`src/rtl/sram22_march_bist.sv`:
```
// rtl/sram22_march_bist.sv - March C- self-test engine driving one sram22 single-port macro
// Issues one op per cycle, compares read data one cycle later and latches the first mismatch.
module sram22_march_bist #(
  parameter int DATA_WIDTH  = 32,
  parameter int ADDR_WIDTH  = 9,
  parameter int WMASK_WIDTH = 1
) (
  input  logic                   clk,
  input  logic                   reset,
  input  logic                   start,
  output logic                   busy,
  output logic                   done,
  output logic                   fail,
  output logic [ADDR_WIDTH-1:0]  fail_addr,
  output logic [2:0]             fail_elem,
  output logic [DATA_WIDTH-1:0]  fail_expected,
  output logic [DATA_WIDTH-1:0]  fail_data,
  output logic                   sram_we,
  output logic [WMASK_WIDTH-1:0] sram_wmask,
  output logic [ADDR_WIDTH-1:0]  sram_addr,
  output logic [DATA_WIDTH-1:0]  sram_din,
  input  logic [DATA_WIDTH-1:0]  sram_dout
);

  typedef enum logic [1:0] {S_IDLE, S_RUN, S_DRAIN, S_DONE} state_e;

  localparam logic [2:0]          LAST_ELEM = 3'd5;
  localparam logic [ADDR_WIDTH:0] ADDR_ONE  = {{ADDR_WIDTH{1'b0}}, 1'b1};

  state_e                 state_q, state_d;
  logic [2:0]             elem_q, elem_d;
  logic                   phase_q, phase_d;
  logic                   op_valid_q, op_valid_d;
  logic                   sram_we_q, sram_we_d;
  logic [WMASK_WIDTH-1:0] sram_wmask_q, sram_wmask_d;
  logic [ADDR_WIDTH-1:0]  sram_addr_q, sram_addr_d;
  logic [DATA_WIDTH-1:0]  sram_din_q, sram_din_d;
  logic                   tag_valid_q, tag_valid_d;
  logic [ADDR_WIDTH-1:0]  tag_addr_q, tag_addr_d;
  logic [2:0]             tag_elem_q, tag_elem_d;
  logic [DATA_WIDTH-1:0]  tag_exp_q, tag_exp_d;
  logic                   fail_q, fail_d;
  logic [ADDR_WIDTH-1:0]  fail_addr_q, fail_addr_d;
  logic [2:0]             fail_elem_q, fail_elem_d;
  logic [DATA_WIDTH-1:0]  fail_exp_q, fail_exp_d;
  logic [DATA_WIDTH-1:0]  fail_data_q, fail_data_d;

  logic [ADDR_WIDTH:0]    addr_inc, addr_dec;
  logic                   down, terminal, last_phase, last_op;
  logic [2:0]             nxt_elem;
  logic [ADDR_WIDTH-1:0]  nxt_addr;
  logic                   nxt_phase, nxt_write;
  logic                   mismatch;

  // Sequencer: position of the op after the one currently on the SRAM port.
  // The extra counter bit acts as the terminal flag for both directions.
  always_comb begin
    addr_inc   = {1'b0, sram_addr_q} + ADDR_ONE;
    addr_dec   = {1'b0, sram_addr_q} - ADDR_ONE;
    down       = (elem_q == 3'd3) || (elem_q == 3'd4);
    terminal   = down ? addr_dec[ADDR_WIDTH] : addr_inc[ADDR_WIDTH];
    last_phase = (elem_q == 3'd0) || (elem_q == LAST_ELEM) || phase_q;
    last_op    = (elem_q == LAST_ELEM) && terminal;
    nxt_elem   = elem_q;
    nxt_addr   = sram_addr_q;
    nxt_phase  = 1'b1;
    if (last_phase) begin
      nxt_phase = 1'b0;
      if (terminal) begin
        nxt_elem = elem_q + 3'd1;
        nxt_addr = ((elem_q == 3'd2) || (elem_q == 3'd3)) ? '1 : '0;
      end else begin
        nxt_addr = down ? addr_dec[ADDR_WIDTH-1:0] : addr_inc[ADDR_WIDTH-1:0];
      end
    end
    nxt_write = (nxt_elem == 3'd0) || nxt_phase;
  end

  assign mismatch = tag_valid_q && !fail_q && (sram_dout != tag_exp_q);

  always_comb begin
    state_d      = state_q;
    elem_d       = elem_q;
    phase_d      = phase_q;
    op_valid_d   = 1'b0;
    sram_we_d    = 1'b0;
    sram_wmask_d = '1;
    sram_addr_d  = sram_addr_q;
    sram_din_d   = sram_din_q;
    tag_valid_d  = op_valid_q && !sram_we_q;
    tag_addr_d   = sram_addr_q;
    tag_elem_d   = elem_q;
    tag_exp_d    = {DATA_WIDTH{~elem_q[0]}};
    fail_d       = fail_q;
    fail_addr_d  = fail_addr_q;
    fail_elem_d  = fail_elem_q;
    fail_exp_d   = fail_exp_q;
    fail_data_d  = fail_data_q;

    if (mismatch) begin
      fail_d      = 1'b1;
      fail_addr_d = tag_addr_q;
      fail_elem_d = tag_elem_q;
      fail_exp_d  = tag_exp_q;
      fail_data_d = sram_dout;
    end

    unique case (state_q)
      S_IDLE, S_DONE: begin
        if (start) begin
          state_d     = S_RUN;
          elem_d      = 3'd0;
          phase_d     = 1'b0;
          op_valid_d  = 1'b1;
          sram_we_d   = 1'b1;
          sram_addr_d = '0;
          sram_din_d  = '0;
          fail_d      = 1'b0;
          fail_addr_d = '0;
          fail_elem_d = '0;
          fail_exp_d  = '0;
          fail_data_d = '0;
        end
      end
      S_RUN: begin
        if (mismatch || last_op) begin
          state_d = S_DRAIN;
        end else begin
          elem_d      = nxt_elem;
          phase_d     = nxt_phase;
          op_valid_d  = 1'b1;
          sram_we_d   = nxt_write;
          sram_addr_d = nxt_addr;
          if (nxt_write) sram_din_d = {DATA_WIDTH{nxt_elem[0]}};
        end
      end
      S_DRAIN: state_d = S_DONE;
      default: state_d = S_IDLE;
    endcase
  end

  always_ff @(posedge clk) begin
    if (reset) begin
      state_q      <= S_IDLE;
      elem_q       <= '0;
      phase_q      <= 1'b0;
      op_valid_q   <= 1'b0;
      sram_we_q    <= 1'b0;
      sram_wmask_q <= '1;
      sram_addr_q  <= '0;
      sram_din_q   <= '0;
      tag_valid_q  <= 1'b0;
      tag_addr_q   <= '0;
      tag_elem_q   <= '0;
      tag_exp_q    <= '0;
      fail_q       <= 1'b0;
      fail_addr_q  <= '0;
      fail_elem_q  <= '0;
      fail_exp_q   <= '0;
      fail_data_q  <= '0;
    end else begin
      state_q      <= state_d;
      elem_q       <= elem_d;
      phase_q      <= phase_d;
      op_valid_q   <= op_valid_d;
      sram_we_q    <= sram_we_d;
      sram_wmask_q <= sram_wmask_d;
      sram_addr_q  <= sram_addr_d;
      sram_din_q   <= sram_din_d;
      tag_valid_q  <= tag_valid_d;
      tag_addr_q   <= tag_addr_d;
      tag_elem_q   <= tag_elem_d;
      tag_exp_q    <= tag_exp_d;
      fail_q       <= fail_d;
      fail_addr_q  <= fail_addr_d;
      fail_elem_q  <= fail_elem_d;
      fail_exp_q   <= fail_exp_d;
      fail_data_q  <= fail_data_d;
    end
  end

  assign busy          = (state_q == S_RUN) || (state_q == S_DRAIN);
  assign done          = (state_q == S_DONE);
  assign fail          = fail_q;
  assign fail_addr     = fail_addr_q;
  assign fail_elem     = fail_elem_q;
  assign fail_expected = fail_exp_q;
  assign fail_data     = fail_data_q;
  assign sram_we       = sram_we_q;
  assign sram_wmask    = sram_wmask_q;
  assign sram_addr     = sram_addr_q;
  assign sram_din      = sram_din_q;

endmodule

```
`config.mk`:
```
export PLATFORM = sky130hd
export DESIGN_NAME = sram22_march_bist
export DESIGN_NICKNAME = d
export VERILOG_FILES = /design/src/rtl/sram22_march_bist.sv
export SDC_FILE = /design/constraint.sdc
export NUM_CORES = 1
export LEC_CHECK = 0
export ABC_CLOCK_PERIOD_IN_PS = 3200
export CAP_MARGIN = 0
export CORE_ASPECT_RATIO = 1.2
export CORE_MARGIN = 3
export CORE_UTILIZATION = 35
export CTS_CLUSTER_SIZE = 8
export DETAILED_ROUTE_END_ITERATION = 12
export GPL_TIMING_DRIVEN = 0
export HOLD_SLACK_MARGIN = 0.15
export PLACE_DENSITY_LB_ADDON = 0.15
export SYNTH_ARGS = -nofsm -noshare
export SYNTH_HDL_FRONTEND = slang
export SYNTH_SLANG_ARGS = --single-unit
```
`constraint.sdc`:
```
create_clock -name clk -period 3.2 [get_ports clk]
set_input_delay 0.64 -clock clk [delete_from_list [all_inputs] [get_ports clk]]
set_output_delay 0.64 -clock clk [all_outputs]
set_load 0.02 [all_outputs]
```
# Word level (Yosys, flattened, before mapping)
# Cells that the tools add are included.
[word_totals]
reg_bits = 140
input_bits = 35
[op_classes]
addsub = 3
eq_ne = 13
muxes = 44
bitwise_logic = 1
reduce_logical = 22
[op_table]
columns = ["op", "n"]
rows = [
  ["32-bit 2-to-1 mux", 9],
  ["9-bit 2-to-1 mux", 9],
  ["32-bit one-hot mux with 2 select lines", 1],
  ["32-bit inequality test", 1],
  ["3-bit 2-to-1 mux", 7],
  ["9-bit one-hot mux with 2 select lines", 1],
  ["9-bit by 1-bit adder with 10-bit output (second input constant)", 1],
  ["1-bit 2-to-1 mux", 10],
  ["2-bit inequality test (second input constant)", 5],
  ["9-bit by 1-bit subtractor with 10-bit output (second input constant)", 1],
  ["4-bit AND reduction", 2],
  ["1-bit logical OR", 7],
  ["3-bit by 2-bit == test with 1-bit output (second input constant)", 2],
  ["3-bit == test (second input constant)", 2],
  ["3-bit logical NOT", 2],
  ["1-bit one-hot mux with 2 select lines", 3],
  ["2-bit one-hot mux with 3 select lines", 1],
  ["3-bit one-hot mux with 2 select lines", 1],
  ["2-bit == test (second input constant)", 2],
  ["1-bit logical AND", 4],
  ["2-bit 2-to-1 mux", 2],
  ["3-bit by 1-bit adder with 3-bit output (second input constant)", 1],
  ["3-bit AND reduction", 1],
  ["2-bit by 1-bit == test with 1-bit output (second input constant)", 1],
  ["6 further kinds", 7],
]

# Depth between registers and ports, before layout
[logic_depth]
word_depth = 10
mapped_depth = 10

# Worst setup path before layout
# Ideal clock, no wire load.
[synth_timing]
path_type = "register to register"
startpoint = "register elem_q[0]"
endpoint = "register sram_addr_q[7], in the netlist sram_addr[7]"
setup_ns = 0.117
arrival_time_ns = 2.437
required_time_ns = 3.083
setup_slack_ns = 0.646
path_stages_with_launch = 11
path_buffers = 1
period_less_slack_ns = 2.554
cell_sequence = "dfxtp_1 > inv_1 > ha_1 > mux2_4 > or3_4 > a22oi_4 > nand3_4 > and4_4 > buf_6 > a21o_1 > a22o_1"
[synth_via]
elab_chain_len = 7
[synth_rtl]
columns = ["element", "line", "rtl"]
rows = [
  ["from (decl)", "31", "logic [2:0] elem_q, elem_d;"],
  ["from (signal assigned)", "163", "elem_q <= elem_d;"],
  ["3-bit by 2-bit == test with 1-bit output (tied with other cells)", "60, 71", ""],
  ["1-bit logical OR (on tied branches)", "60, 71", ""],
  ["9-bit 2-to-1 mux (tied with other cells)", "73", "nxt_addr = down ? addr_dec[ADDR_WIDTH-1:0] : addr_inc[ADDR_WIDTH-1:0];"],
  ["9-bit 2-to-1 mux or 1-bit logical AND (tied branches)", "69, 63", ""],
  ["9-bit 2-to-1 mux or 1-bit logical OR (tied branches)", "67, 126", ""],
  ["9-bit 2-to-1 mux or 2-bit inequality test (tied branches)", "-", ""],
  ["9-bit one-hot mux with 2 select lines or 4-bit AND reduction (tied branches)", "-", ""],
  ["to (signal assigned)", "168", "sram_addr_q <= sram_addr_d;"],
  ["to (decl)", "36", "logic [ADDR_WIDTH-1:0] sram_addr_q, sram_addr_d;"],
]
# Parallel ways exist; a longest one is shown, timed or not. The select of a mux whose other input is x is not followed.
# A chain may end at the register's enable or synchronous reset.

# Final worst setup path
[layout_timing]
startpoint = "input sram_dout[19]"
endpoint = "register elem_q[1]"
[layout_via]
elab_chain_len = 5
[layout_rtl]
columns = ["element", "line", "rtl"]
rows = [
  ["from (decl)", "22", "input logic [DATA_WIDTH-1:0] sram_dout"],
  ["32-bit inequality test", "79", "assign mismatch = tag_valid_q && !fail_q && (sram_dout != tag_exp_q);"],
  ["1-bit logical AND", "79", ""],
  ["1-bit logical OR", "126", "if (mismatch || last_op) begin"],
  ["2-bit inequality test (no line)", "-", ""],
  ["3-bit AND reduction (no line)", "-", ""],
]
# No other way between the ends.

==> results.txt <==
- Die Span Y: 132 um
- Final instance count without filler cells: 845
- Top metal layer carrying routed signals: met4
- Worst Setup End Kind: flip-flop
- The internal portion of the total power is 2630 uW.
* Final Total Pwr: 3890 uW
* Final Setup Violations: 0
* Hold buffer count at CTS: 0
- Max VDD drop: 0.000261 V
* Number of port buffers: 155
* Global-route congestion overflow total: 0
- CTS tree: yes
- Number of antenna violations at the first check in global routing: 0
- Synthesis instantiated just under 50 different standard cells from the library.
- The min-delay analysis places its worst path in the category reg -> reg.
* Leakage: 0.00277 uW
* Accumulated negative setup slack: 0 ps
* Root buf cell: clkbuf_16
- Summing all placed instances gives a cell area of 0.00640 mm2.
* TritonCTS Buffers: 9
- Proportion of layout cells with a drive suffix above 1: 0.106
- Averaged over all synthesized cells, the footprint is 9.15 um2.
- Met2 Wirelength: 6300 um
- Total via count in the routed design: 4024
* DP Wirelength: 9710 um
* Number of remaining DRC errors: 0
- The floorplan step defined a core boundary enclosing 0.0128 mm2.
* H-tree levels: 3
- Fill cells in the final layout number 1200.
* Fraction of power spent switching nets: 0.323
- # rows: 45
- CP Cell Sequence: clkdlybuf4s50_1 -> or4_1 -> nor4_1 -> o22ai_1 -> o21ai_2 -> buf_4 -> buf_2 -> a31oi_1 -> a31oi_1 -> nor2_1
- The share of total power dissipated in combinational logic is 0.294.
- In the synthesized netlist, the number of instances is 508.
* Post-DR wirelength/cell: 14.9 um
- Starting density of the core: 0.362
- At the end of the flow, the number of nets in the layout was 722.
- Among the stages of the critical path, the cell type that occurs most often is a31oi_1.
* Syn Nets: around 550
- Total count of max-transition violations in the final report: 0
- Cell types occupying the most area after synthesis: dfxtp_1, mux2i_1, buf_4, nor2_1, a21oi_1
- The detail route stage leaves a number of antenna-violating nets equal to 0.
* Routed metal-1 wire length: about 5500 um
* Worst setup margin: approximately 260 ps
- At the pin with the least slew margin, the transition time is 1040 ps.
* Proportion of power drawn by the clock network: 0.312
* Number of DRC markers after the initial detailed-route iteration: roughly 200
* Achievable Freq: roughly 0.34 GHz
- Run status: finished, final reports clean
- The tree built by TritonCTS fans out to 109 sinks.
- Area leader, netlist: dfxtp_1
- Across every metal layer, demand over resource in global routing totals 0.165.
- During I/O placement, the number of pins put on the boundary was 157.
* Ant diodes: 0
- Routability-driven placement finished with a final weighted congestion of ~0.86.
- Seq pwr share: 0.393
* Clock latency reported for the late side of the worst-skew pair: 340 ps
- The area growth from synthesis to layout is 45.6%.
- The number of endpoints with negative hold slack in the final report came to 0.
* Top cell type's share of synthesized area: 0.470
* Design Area, Final: 0.00676 mm2
- Yosys warns: 0
- Summed over all layers, the routed wires come to 12600 um.
- Worst Path Arrival: 3150 ps
- Dividing the final minimum period by the clock period gives 0.918.
* Worst setup path class: in -> reg
- Die width: roughly 110 um
* Worst hold path stage count: 2
- In this run the power spent charging and discharging nets is around 1300 uW.
- Entering global routing, the biggest net connects 35 pins.
- R2R cell count: 9
* Vias per inst: between 4 and 5
- Initial DRT Pass Iterations: 5
- Detailed routing placed a total of between 600 and 700 um of wire on met3.
- Clock Tree Buf Depth: 2
* Register area share after synthesis: 0.470
- Wire length of the first global-routing pass: between 20000 and 25000 um
- In this run the tightest slew margin relative to its limit is 0.307.
- Across the routed clock network, the largest skew measured is 9.31 ps.
- The tool flagged a number of max-cap violations equal to 0.
- Cell area after synthesis: 0.00465 mm2
- For this design, the slowest cell found on the critical path is or4_1.
- The worst setup path is launched from an input port.
- Tmin final: a little under 3000 ps
* Setup repair after global routing missed its margin: no
- Largest stage delay on the critical path: 540 ps
- Dividing total power by cell area gives a power density of 575 mW/mm2.
- Die area: 0.0147 mm2
* Footprint of the flip-flops and latches: 0.00218 mm2
* Multi-input combinational cell area: between 0.002 and 0.0025 mm2
- After clock tree synthesis, the clock-pin slew on the worst setup and hold paths is about 70 ps.
* Via count of the first global-routing pass: 3778
- The synthesized design contains 109 register bits.
- Inst Count DP: 827
- For the worst setup path, the data required time is 3420 ps.
- Along the worst path, the maximum fanout reaches 10.
- At the placement stage, the worst setup path has a slack of -377 ps.
## worst max-delay path, delay by kind of cell
kind                   cells  cell delay, ps
AO/OA/AOI/OAI              4             650
AND/OR/NAND/NOR            3             930
buffers and inverters      3             930
## state kept, by name, summed over array words and instances, names as in the netlist
register	cells
fail_elem	3
sram_din	1
tag_exp_q	1
sram_addr	9
elem_q	3
state_q	2
sram_we	1
op_valid_q	1
phase_q	1
tag_elem_q	3
fail_data	32
fail	1
tag_addr_q	9
fail_addr	9
tag_valid_q	1
fail_expected	32
## cell type report
type | instances | area share
flip-flops and latches | 109 | 0.323
multi-input cells | 329 | 0.304
repair buffers | 157 | 0.233
plain buffers | 59 | 0.0548
clock buffers | 9 | 0.0333
well taps | 164 | 0.0303
clock inverters | 7 | 0.0154
inverters | 11 | 0.00611
## metrics by stage
| step | utilization | hold slack, ps |
|---|---|---|
| after floorplan | - | 437 |
| after global placement | 0.499 | 444 |
| after detailed placement | 0.499 | 446 |
| after CTS | 0.527 | 457 |
| after global routing | 0.527 | 471 |
| final | 0.527 | 455 |
## placed cells by master, fill, tap and decap left out, types with 2 or more instances in the layout
cell / synthesis / routed
o21ai_0: 10 / 10
o22ai_1: 2 / 2
a22o_2: 2 / 2
clkinvlp_4: 0 / 2
clkbuf_1: 17 / 17
buf_4: 36 / 37
nand2_1: 53 / 53
nor2b_1: 9 / 9
bufinv_16: 0 / 2
nor4_1: 4 / 4
clkdlybuf4s50_1: 0 / 155
and2_1: 2 / 2
nand3_1: 12 / 12
buf_2: 5 / 5
a22o_1: 5 / 5
a21oi_1: 44 / 44
o221ai_1: 2 / 2
nor2_1: 63 / 63
o21a_1: 2 / 2
clkbuf_16: 0 / 9
xnor2_1: 2 / 2
a31oi_1: 4 / 4
a211oi_1: 4 / 4
inv_6: 0 / 2
nand4_1: 8 / 8
mux2i_1: 46 / 45
ha_1: 11 / 11
a21o_1: 7 / 7
inv_1: 11 / 11
or3_1: 5 / 5
or4_1: 4 / 4
nor3_1: 8 / 8
dfxtp_1: 109 / 109
## layer usage
metal  vias to the layer above  global-route usage
met3                         8              0.0386
met5                         -                   0
met1                      1829               0.205
met4                         0              0.0406
li1                       2061                   -
met2                       126               0.289
## final timing paths
kind | startpoint | to | slack (ps)
setup reg to reg | elem_q[0] | sram_addr[3] | 270
hold / removal | fail_expected[17] | fail_expected[17] | 450
hold reg to reg | fail_expected[17] | fail_expected[17] | 450
setup / recovery | sram_dout[19] | elem_q[1] | 260
## cell usage after synthesis (all sizes together)
| cell type | count |
|---|---|
| and3 | 2 |
| o211ai | 1 |
| o221ai | 2 |
| a21boi | 1 |
| a21o | 7 |
| a211oi | 4 |
| a32oi | 1 |
| nand3 | 13 |
| o21bai | 1 |
| and2 | 2 |
| ha | 11 |
| xnor2 | 2 |
| nor3 | 8 |
| a21oi | 44 |
| a22oi | 1 |
| nor3b | 1 |
| nor2 | 63 |
| nor2b | 9 |
| or3 | 6 |
| or2 | 1 |
| nor4 | 4 |
| a22o | 7 |
| o21a | 2 |
| a31oi | 4 |
| mux2i | 46 |
| conb | 1 |
| nand2 | 53 |
| nand4b | 1 |
| a311oi | 1 |
| dfxtp | 109 |
| clkbuf | 17 |
| or4 | 4 |
| o22a | 1 |
| o21ai | 11 |
| buf | 42 |
| mux2 | 1 |
| nand4 | 8 |
| a41oi | 1 |
| o311ai | 1 |
| and4 | 1 |
| inv | 11 |
| o22ai | 2 |
## power by group through the flow
stage / Sequential [uW] / Clock (uW) / Combinational (uW)
after floorplan: 1640 / 0 / 636
after global placement: 1560 / 0 / 1110
after detailed placement: 1560 / 0 / 1130
after CTS: 1530 / 1250 / 1150
after global routing: 1540 / 1300 / 1250
final: 1530 / 1210 / 1140
## kinds of logic after synthesis
kind of cell | synth area share
simple gates | 0.176
flops | 0.470
compound gates | 0.129
buf+inv | 0.0886
mux | 0.102
fa+ha+maj | 0.0296
xor+xnor | 0.00377
other cells | 0.000807
## repair_timing
| item | CTS | global route |
|---|---|---|
| cloned | 0 | 0 |
| setup buffers | 2 | 0 |
| endpoints found under the hold margin | 0 | 0 |
| resized for setup | 0 | 1 |
| pin swaps | 1 | 0 |
| setup endpoints to repair | 4 | 7 |
Note: power is estimated with default switching activity, not from simulation.
